<file path="config.mk">
export PLATFORM = sky130hd
export DESIGN_NAME = shared_mac_scheduler
export DESIGN_NICKNAME = d
export VERILOG_FILES = /design/src/rtl/shared_mac_scheduler.sv
export SDC_FILE = /design/constraint.sdc
export NUM_CORES = 2
export LEC_CHECK = 0
export CAP_MARGIN = 20
export CELL_PAD_IN_SITES_DETAIL_PLACEMENT = 0
export CELL_PAD_IN_SITES_GLOBAL_PLACEMENT = 1
export CORE_ASPECT_RATIO = 0.5
export CORE_MARGIN = 2
export CORE_UTILIZATION = 50
export DETAILED_ROUTE_END_ITERATION = 7
export GPL_ROUTABILITY_DRIVEN = 0
export PLACE_DENSITY = 0.95
export RECOVER_POWER = 100
export SLEW_MARGIN = 20
export SYNTH_ARGS = -nofsm -noshare
export SYNTH_HDL_FRONTEND = slang
export SYNTH_SLANG_ARGS = --single-unit
</file>
<file path="constraint.sdc">
create_clock -name clk_i -period 20.9 [get_ports clk_i]
set_clock_uncertainty 0.2 [all_clocks]
set_input_delay 4.18 -clock clk_i [delete_from_list [all_inputs] [get_ports clk_i]]
set_output_delay 4.18 -clock clk_i [all_outputs]
set_load 0.02 [all_outputs]
</file>
<file path="src/rtl/shared_mac_scheduler.sv">
// shared_mac_scheduler: round-robin shared pipelined signed multiplier with per-requester accumulators
module shared_mac_scheduler #(
  parameter int NUM_REQ     = 4,
  parameter int A_BITS      = 24,
  parameter int B_BITS      = 24,
  parameter int ACC_BITS    = 56,
  parameter int MUL_LATENCY = 3
) (
  input  logic                       clk_i,
  input  logic                       reset,
  input  logic [NUM_REQ-1:0]         req_i,
  input  logic [NUM_REQ*A_BITS-1:0]  a_i,
  input  logic [NUM_REQ*B_BITS-1:0]  b_i,
  input  logic [NUM_REQ-1:0]         first_i,
  input  logic [NUM_REQ-1:0]         last_i,
  output logic [NUM_REQ-1:0]         gnt_o,
  output logic signed [ACC_BITS-1:0] result_o,
  output logic [NUM_REQ-1:0]         result_valid_o
);
  localparam int TW = $clog2(NUM_REQ);
  localparam int L  = MUL_LATENCY;
  logic [TW-1:0] ptr, gidx;
  logic [A_BITS-1:0] a_sel;
  logic [B_BITS-1:0] b_sel;
  logic f_sel, l_sel;
  logic [L-1:0] v, f, l;
  logic [TW-1:0] tag [L];
  logic signed [A_BITS-1:0] a_r;
  logic signed [B_BITS-1:0] b_r;
  logic signed [A_BITS+B_BITS-1:0] mul;
  logic signed [ACC_BITS-1:0] prod [L-1];
  logic signed [ACC_BITS-1:0] acc [NUM_REQ];
  logic signed [ACC_BITS-1:0] acc_nxt;
  int idx;
  always_comb begin
    gnt_o = '0;
    gidx  = '0;
    a_sel = '0;
    b_sel = '0;
    f_sel = 1'b0;
    l_sel = 1'b0;
    idx   = 0;
    for (int i = 0; i < NUM_REQ; i++) begin
      idx = int'(ptr) + i >= NUM_REQ ? int'(ptr) + i - NUM_REQ : int'(ptr) + i;
      if (!reset && gnt_o == '0 && req_i[idx]) begin
        gnt_o[idx] = 1'b1;
        gidx  = TW'(idx);
        a_sel = a_i[idx*A_BITS +: A_BITS];
        b_sel = b_i[idx*B_BITS +: B_BITS];
        f_sel = first_i[idx];
        l_sel = last_i[idx];
      end
    end
  end
  assign mul = (A_BITS+B_BITS)'(a_r) * (A_BITS+B_BITS)'(b_r);
  // Accumulation happens only in the last stage, in grant order, so acc[k] is always the newest value
  assign acc_nxt = f[L-1] ? prod[L-2] : acc[tag[L-1]] + prod[L-2];
  always_ff @(posedge clk_i) begin
    if (reset) begin
      ptr            <= '0;
      v              <= '0;
      result_o       <= '0;
      result_valid_o <= '0;
      for (int k = 0; k < NUM_REQ; k++) acc[k] <= '0;
    end else begin
      v              <= {v[L-2:0], |gnt_o};
      result_valid_o <= '0;
      if (|gnt_o) ptr <= gidx == TW'(NUM_REQ-1) ? '0 : gidx + 1'b1;
      if (v[L-1]) begin
        acc[tag[L-1]] <= acc_nxt;
        if (l[L-1]) begin
          result_o                    <= acc_nxt;
          result_valid_o[tag[L-1]]    <= 1'b1;
        end
      end
    end
  end
  always_ff @(posedge clk_i) begin
    f       <= {f[L-2:0], f_sel};
    l       <= {l[L-2:0], l_sel};
    tag[0]  <= gidx;
    for (int j = 1; j < L; j++) tag[j] <= tag[j-1];
    a_r     <= a_sel;
    b_r     <= b_sel;
    prod[0] <= ACC_BITS'(mul);
    for (int j = 1; j < L-1; j++) prod[j] <= prod[j-1];
  end
endmodule
</file>
* Word-level counts from Yosys, hierarchy flattened
Memories as Yosys holds them, arrays and structs flattened.
Cells that the tools add are included.
W data, S select, Z words.
** Word-level totals
- Register bits after elaboration :: 119
- RAM bits :: 342
- Bits of input ports :: 206
- Output and inout bits :: 64
- Word-level logic and storage cells :: 157
- Memories kept :: 3
** Memories
- acc :: depth 4, bits a word 56, rd ports 1, clocked after Yosys merged registers in 0, wr ports 4, RTL line 32 : logic signed [ACC_BITS-1:0] acc [NUM_REQ];
- prod :: depth 2, bits a word 56, rd ports 2, clocked after Yosys merged registers in 0, wr ports 2, RTL line 31 : logic signed [ACC_BITS-1:0] prod [L-1];
- tag :: depth 3, bits a word 2, rd ports 3, clocked after Yosys merged registers in 0, wr ports 3, RTL line 27 : logic [TW-1:0] tag [L];
** Operators by class
- $add $sub $neg :: 9
- $mul :: 5
- Order comparisons :: 14
- Equality and inequality tests :: 1
- Shifts and indexed selects :: 8
- Muxes and demuxes :: 84
- Bitwise operators :: 5
- Reductions and logical operators :: 20
** Operators with widths (number)
- $shiftx A96 B32 Y24 :: 8
- $mux W24 :: 8
- $ge A32 B1 Y1 const B :: 4
- $lt A32 B4 Y1 const B :: 4
- $mul A32 B3 Y29 const B :: 4
- $mux W32 :: 4
- $mux W56 :: 2
- $ge A32 B4 Y1 const B :: 3
- $sub A32 B4 Y32 const B :: 3
- $add A56 B56 Y56 :: 1
- $reduce_or A56 Y1 :: 1
- $mul A24 B24 Y48 :: 1
- $mux W1 :: 43
- $bmux W1 S2 :: 12
- $mux W4 :: 4
- $logic_and A1 B1 Y1 :: 12
- $logic_not A4 Y1 :: 3
- $mux W2 :: 6
- $or A4 B4 Y4 :: 3
- $demux W1 S2 :: 5
- $add A2 B2 Y3 const B :: 2
- $reduce_or A4 Y1 :: 1
- $sub A2 B3 Y4 const B :: 1
- $add A2 B1 Y3 const B :: 1
- other kinds (9) :: 10

* Depth between registers and ports, before layout
- Depth in word-level cells :: 21
- Mapped depth :: 27
- Mapped depth without buffers :: 26

* Worst setup path before layout
No wires, ideal clock.
- Kind :: input -> output
- From :: input req_i[3]
- To :: output gnt_o[1]
- Arrival time :: 6.589 ns
- Required time :: 16.520 ns
- Path slack :: 9.931 ns
- Cell stages on the path :: 14
- Path through :: mux4_2 nor2b_4 or2_1 buf_6 o211a_1 buf_6 a22oi_4 a21boi_4 and2_1 buf_2 buf_6 buf_4 nand2_1 nand2_1
** Between the ends
- Word-level cells in the longest chain between the ends :: 17
** RTL lines
- start: declaration :: RTL line 11 : input logic [NUM_REQ-1:0] req_i,
- $bmux W1 S2 :: RTL line 45 : if (!reset && gnt_o == '0 && req_i[idx]) begin
- $mux W1 (not written as such) (2 in series) :: RTL line 45
- $logic_and A1 B1 Y1 :: RTL line 45
- $mux W4 :: RTL line 45
- $logic_not A4 Y1 :: RTL line 45
- $logic_and A1 B1 Y1 (2 in series) :: RTL line 45
- $mux W4 :: RTL line 45
- $logic_not A4 Y1 :: RTL line 45
- $logic_and A1 B1 Y1 (2 in series) :: RTL line 45
- $mux W4 :: RTL line 45
- $logic_not A4 Y1 :: RTL line 45
- $logic_and A1 B1 Y1 (2 in series) :: RTL line 45
- $mux W4 * :: RTL line 45
- end: declaration :: RTL line 16 : output logic [NUM_REQ-1:0] gnt_o,
Mark *: on every way between the ends. The rest lies on a longest branch, timed or not. The select of a mux whose other input is x is not followed.

* Worst setup path in the final report
- From :: input reset
- To :: output gnt_o[0]
** Between the ends
- Word-level cells in the longest chain between the ends :: 15
** RTL lines
- start: declaration :: RTL line 10 : input logic reset,
- $logic_not A1 Y1 * :: RTL line 45
- $logic_and A1 B1 Y1 :: RTL line 45
- $mux W4 :: RTL line 45
- $logic_not A4 Y1 :: RTL line 45
- $logic_and A1 B1 Y1 (2 in series) :: RTL line 45
- $mux W4 :: RTL line 45
- $logic_not A4 Y1 :: RTL line 45
- $logic_and A1 B1 Y1 (2 in series) :: RTL line 45
- $mux W4 :: RTL line 45
- $logic_not A4 Y1 :: RTL line 45
- $logic_and A1 B1 Y1 (2 in series) :: RTL line 45
- $mux W4 * :: RTL line 45
Mark *: on every way between the ends. The rest lies on a longest branch, timed or not.

==> summary.txt <==
compound-cell area share of the yosys netlist: 16.7%
final wirelength: 180 mm
period utilization: 79.1%
Seq cells post-synth: 445
share of cells above drive strength 1: 7.34%
# H-tree levels: 2
final setup fails: 0
CTS Buffer Depth: 3
mux cell area share after synthesis: 12.0%
insertion delay to the later sink of the worst-skew pair: 620 ps
DR vias/cell: 6.35
cell taking the most area after synthesis: fa_1
min Tclk post-route: 16530 ps
CP max FO: 91
Clock Sinks: 445
number of hold violations in the final report: 0
max cap viols: 16
DRC Markers: 0
Layout area overhead: 9.03%
unrepaired setup endpoints after global routing: no
WHS: 115 ps
actual slew at the worst max-slew pin: 3980 ps
port buffer count: 269
status: finished, violations left
area share of xor/xnor cells in the synthesized design: 1.62%
CTS clk-pin slew, worst paths: 70 ps
dominant synthesized flop cell: edfxtp_1
Max Freq: 0.0605 GHz
Worst setup SP type: input pin
Ys Warns: 0
failing checks: capacitance limit, slew limit
total grt overflow: 0
Mean Syn Cell Area: 8.82 um2
initial antenna violation count: 3
chip width: 476 um
Seq/Total Area, Yosys: 20.1%
HP Class: flip-flop to flip-flop
share of the synthesized area in the top cell type: 21.9%
ranking of synthesized cells by area: fa_1 (22%), edfxtp_1 (12%), dfxtp_1 (8.0%)
Crit Path Category: input pin to output pin
DR iter-0 viols: 6681
core area: 0.110 mm2
vias: 49381
hold_buf cts: 0
FFs w/ async S/R, synth: 0%
FF-to-FF path depth: 12
Site Rows: 86
CTS Buf Count: 44
hold depth: 0
vias in the first global route: 49356
largest net degree at the start of global routing: 220
Total Nets Final: 7255
CTS root buf: clkbuf_16
Post-CTS Setup Bufs: 0
Post-synth EDFFs: 224
DP HPWL: 125 mm
R2R setup slack: 10430 ps
Hold Path End: prod[0][96]
CTS tree: yes
Sum Neg Setup Slack: 0 ps
pins over their slew limit: 807
First-pass DRT Iterations: 7
first-pass GRT wire length: 280 mm
Adder-Cell Fraction of Synth Area: 26.4%
endpoint class of the critical path: output pin
Die Span Y: 240 um
post_cts resized: 0
Fillers: 9664
reg2reg end: tag[0][0]
Avg WL per Cell: 23.2 um
Mapped Area: 0.0556 mm2
Post-Route Utilization: 55.0%
post-route ant nets: 0
Min-Delay Startpoint: prod[0][40]
die area: 0.114 mm2
largest family of logic cells by synthesized area: adder cells
Req. time, crit path: 16520 ps
simple-gate area share of the yosys netlist: 15.4%
num ports: 270
Critical Path AT: 12150 ps
Slew Limit Headroom: -165%
Synth Instances: 6306
GRT Total Usage: 31.2%
initial core utilization: 50.5%
Synth cell types: 85
## cells in the final DEF, fill, tap and decap left out, types with 11 or more instances in the layout
cell	synthesis	routed
or2_2	12	12
nor3_1	46	46
o21bai_1	22	22
mux2i_1	189	189
o31ai_1	11	11
nand4_1	24	24
and2_1	303	299
o32ai_1	18	19
clkbuf_16	0	46
nand2b_1	54	52
a21o_1	61	60
a21oi_1	456	454
dfxtp_1	221	214
dlygate4sd3_1	0	64
nor2_1	586	584
nor2b_1	62	62
nand2_1	666	666
inv_1	667	665
fa_1	608	608
ha_1	199	195
xnor2_1	78	77
clkbuf_1	363	18
o211ai_1	37	37
a22oi_1	33	34
edfxtp_1	224	224
a31oi_1	99	99
clkdlybuf4s50_1	0	204
a211oi_1	169	169
o21ai_0	300	301
o22ai_1	73	73
a221oi_1	30	30
a21boi_0	19	22
mux2_2	76	76
a211o_1	12	12
and3_1	23	23
nand3_1	77	77
buf_4	2	78
xor2_1	25	24
mux4_2	174	174
o21a_1	24	24
## synthesized netlist by cell type (all sizes together) (54+ instances only)
master,instances
a211oi,169
a21o,61
a21oi,456
a31oi,99
and2,303
buf,111
clkbuf,363
dfxtp,221
edfxtp,224
fa,608
ha,199
inv,668
mux2,76
mux2i,189
mux4,174
nand2,667
nand2b,54
nand3,77
nor2,586
nor2b,63
o21ai,302
o22ai,73
xnor2,78
## per-layer routing
metal,vias to the layer above,GRT usage (%),share of wire (%)
li1,21498,-,-
met1,23851,41.4,39
met2,3374,48.5,44
met3,652,8.02,13
met4,6,13.0,4.7
met5,-,0,0.026
## layout make-up
cell class	count	area, um2	share of cell area, %
diodes	3	7.51	0.0124
clock buffers	53	1210	1.99
flip-flops and latches	445	11200	18.4
well taps	1496	1870	3.09
clock inverters	29	270	0.446
inverters	670	2520	4.15
multi-input cells	4718	40200	66.3
repair buffers	363	3380	5.58
## worst max path at each step
stage,startpoint,cells after the start,to
2_1_floorplan,req_i[3],14,gnt_o[1]
3_3_place_gp,req_i[3],11,gnt_o[1]
3_5_place_dp,req_i[3],11,gnt_o[0]
4_1_cts,req_i[3],11,gnt_o[1]
5_1_grt,reset,10,gnt_o[1]
6_report,reset,10,gnt_o[0]
## logic make-up after synthesis
| group | after synthesis |
|---|---|
| AND/OR/NAND/NOR | 1889 |
| AO/OA/AOI/OAI | 1478 |
| buffers and inverters | 1144 |
| adder cells (fa/ha/maj) | 807 |
| flip-flops | 445 |
| multiplexers | 439 |
| XOR/XNOR | 103 |
| other | 1 |
## through the flow
step	area, um2	worst slack [ps]	cells
after floorplan	55600	9930	6307
after global placement	59200	7800	7690
after detailed placement	59200	7720	7692
after CTS	60700	7720	7774
after global routing	60600	3950	7774
final	60600	4370	7777
## worst max-delay path, stage by stage
cell and delay [ps]:
clkbuf_1 1380, nand2b_1 270, or2_0 800, o211a_1 2440, a22oi_1 330, a21boi_0 350
and2_0 1190, nand2_1 340, nand2_1 140, dlygate4sd3_1 700
## sequential cells by signal, summed over array words and instances, names as in the netlist, named ones only
name            flops
a_r                24
acc               224
b_r                24
f                   3
l                   3
prod               96
ptr                 1
result_o           56
result_valid_o      4
tag                 6
v                   3
Power is not shown: default switching activity piles up to over one toggle a cycle in this logic, so the estimate is an artifact.
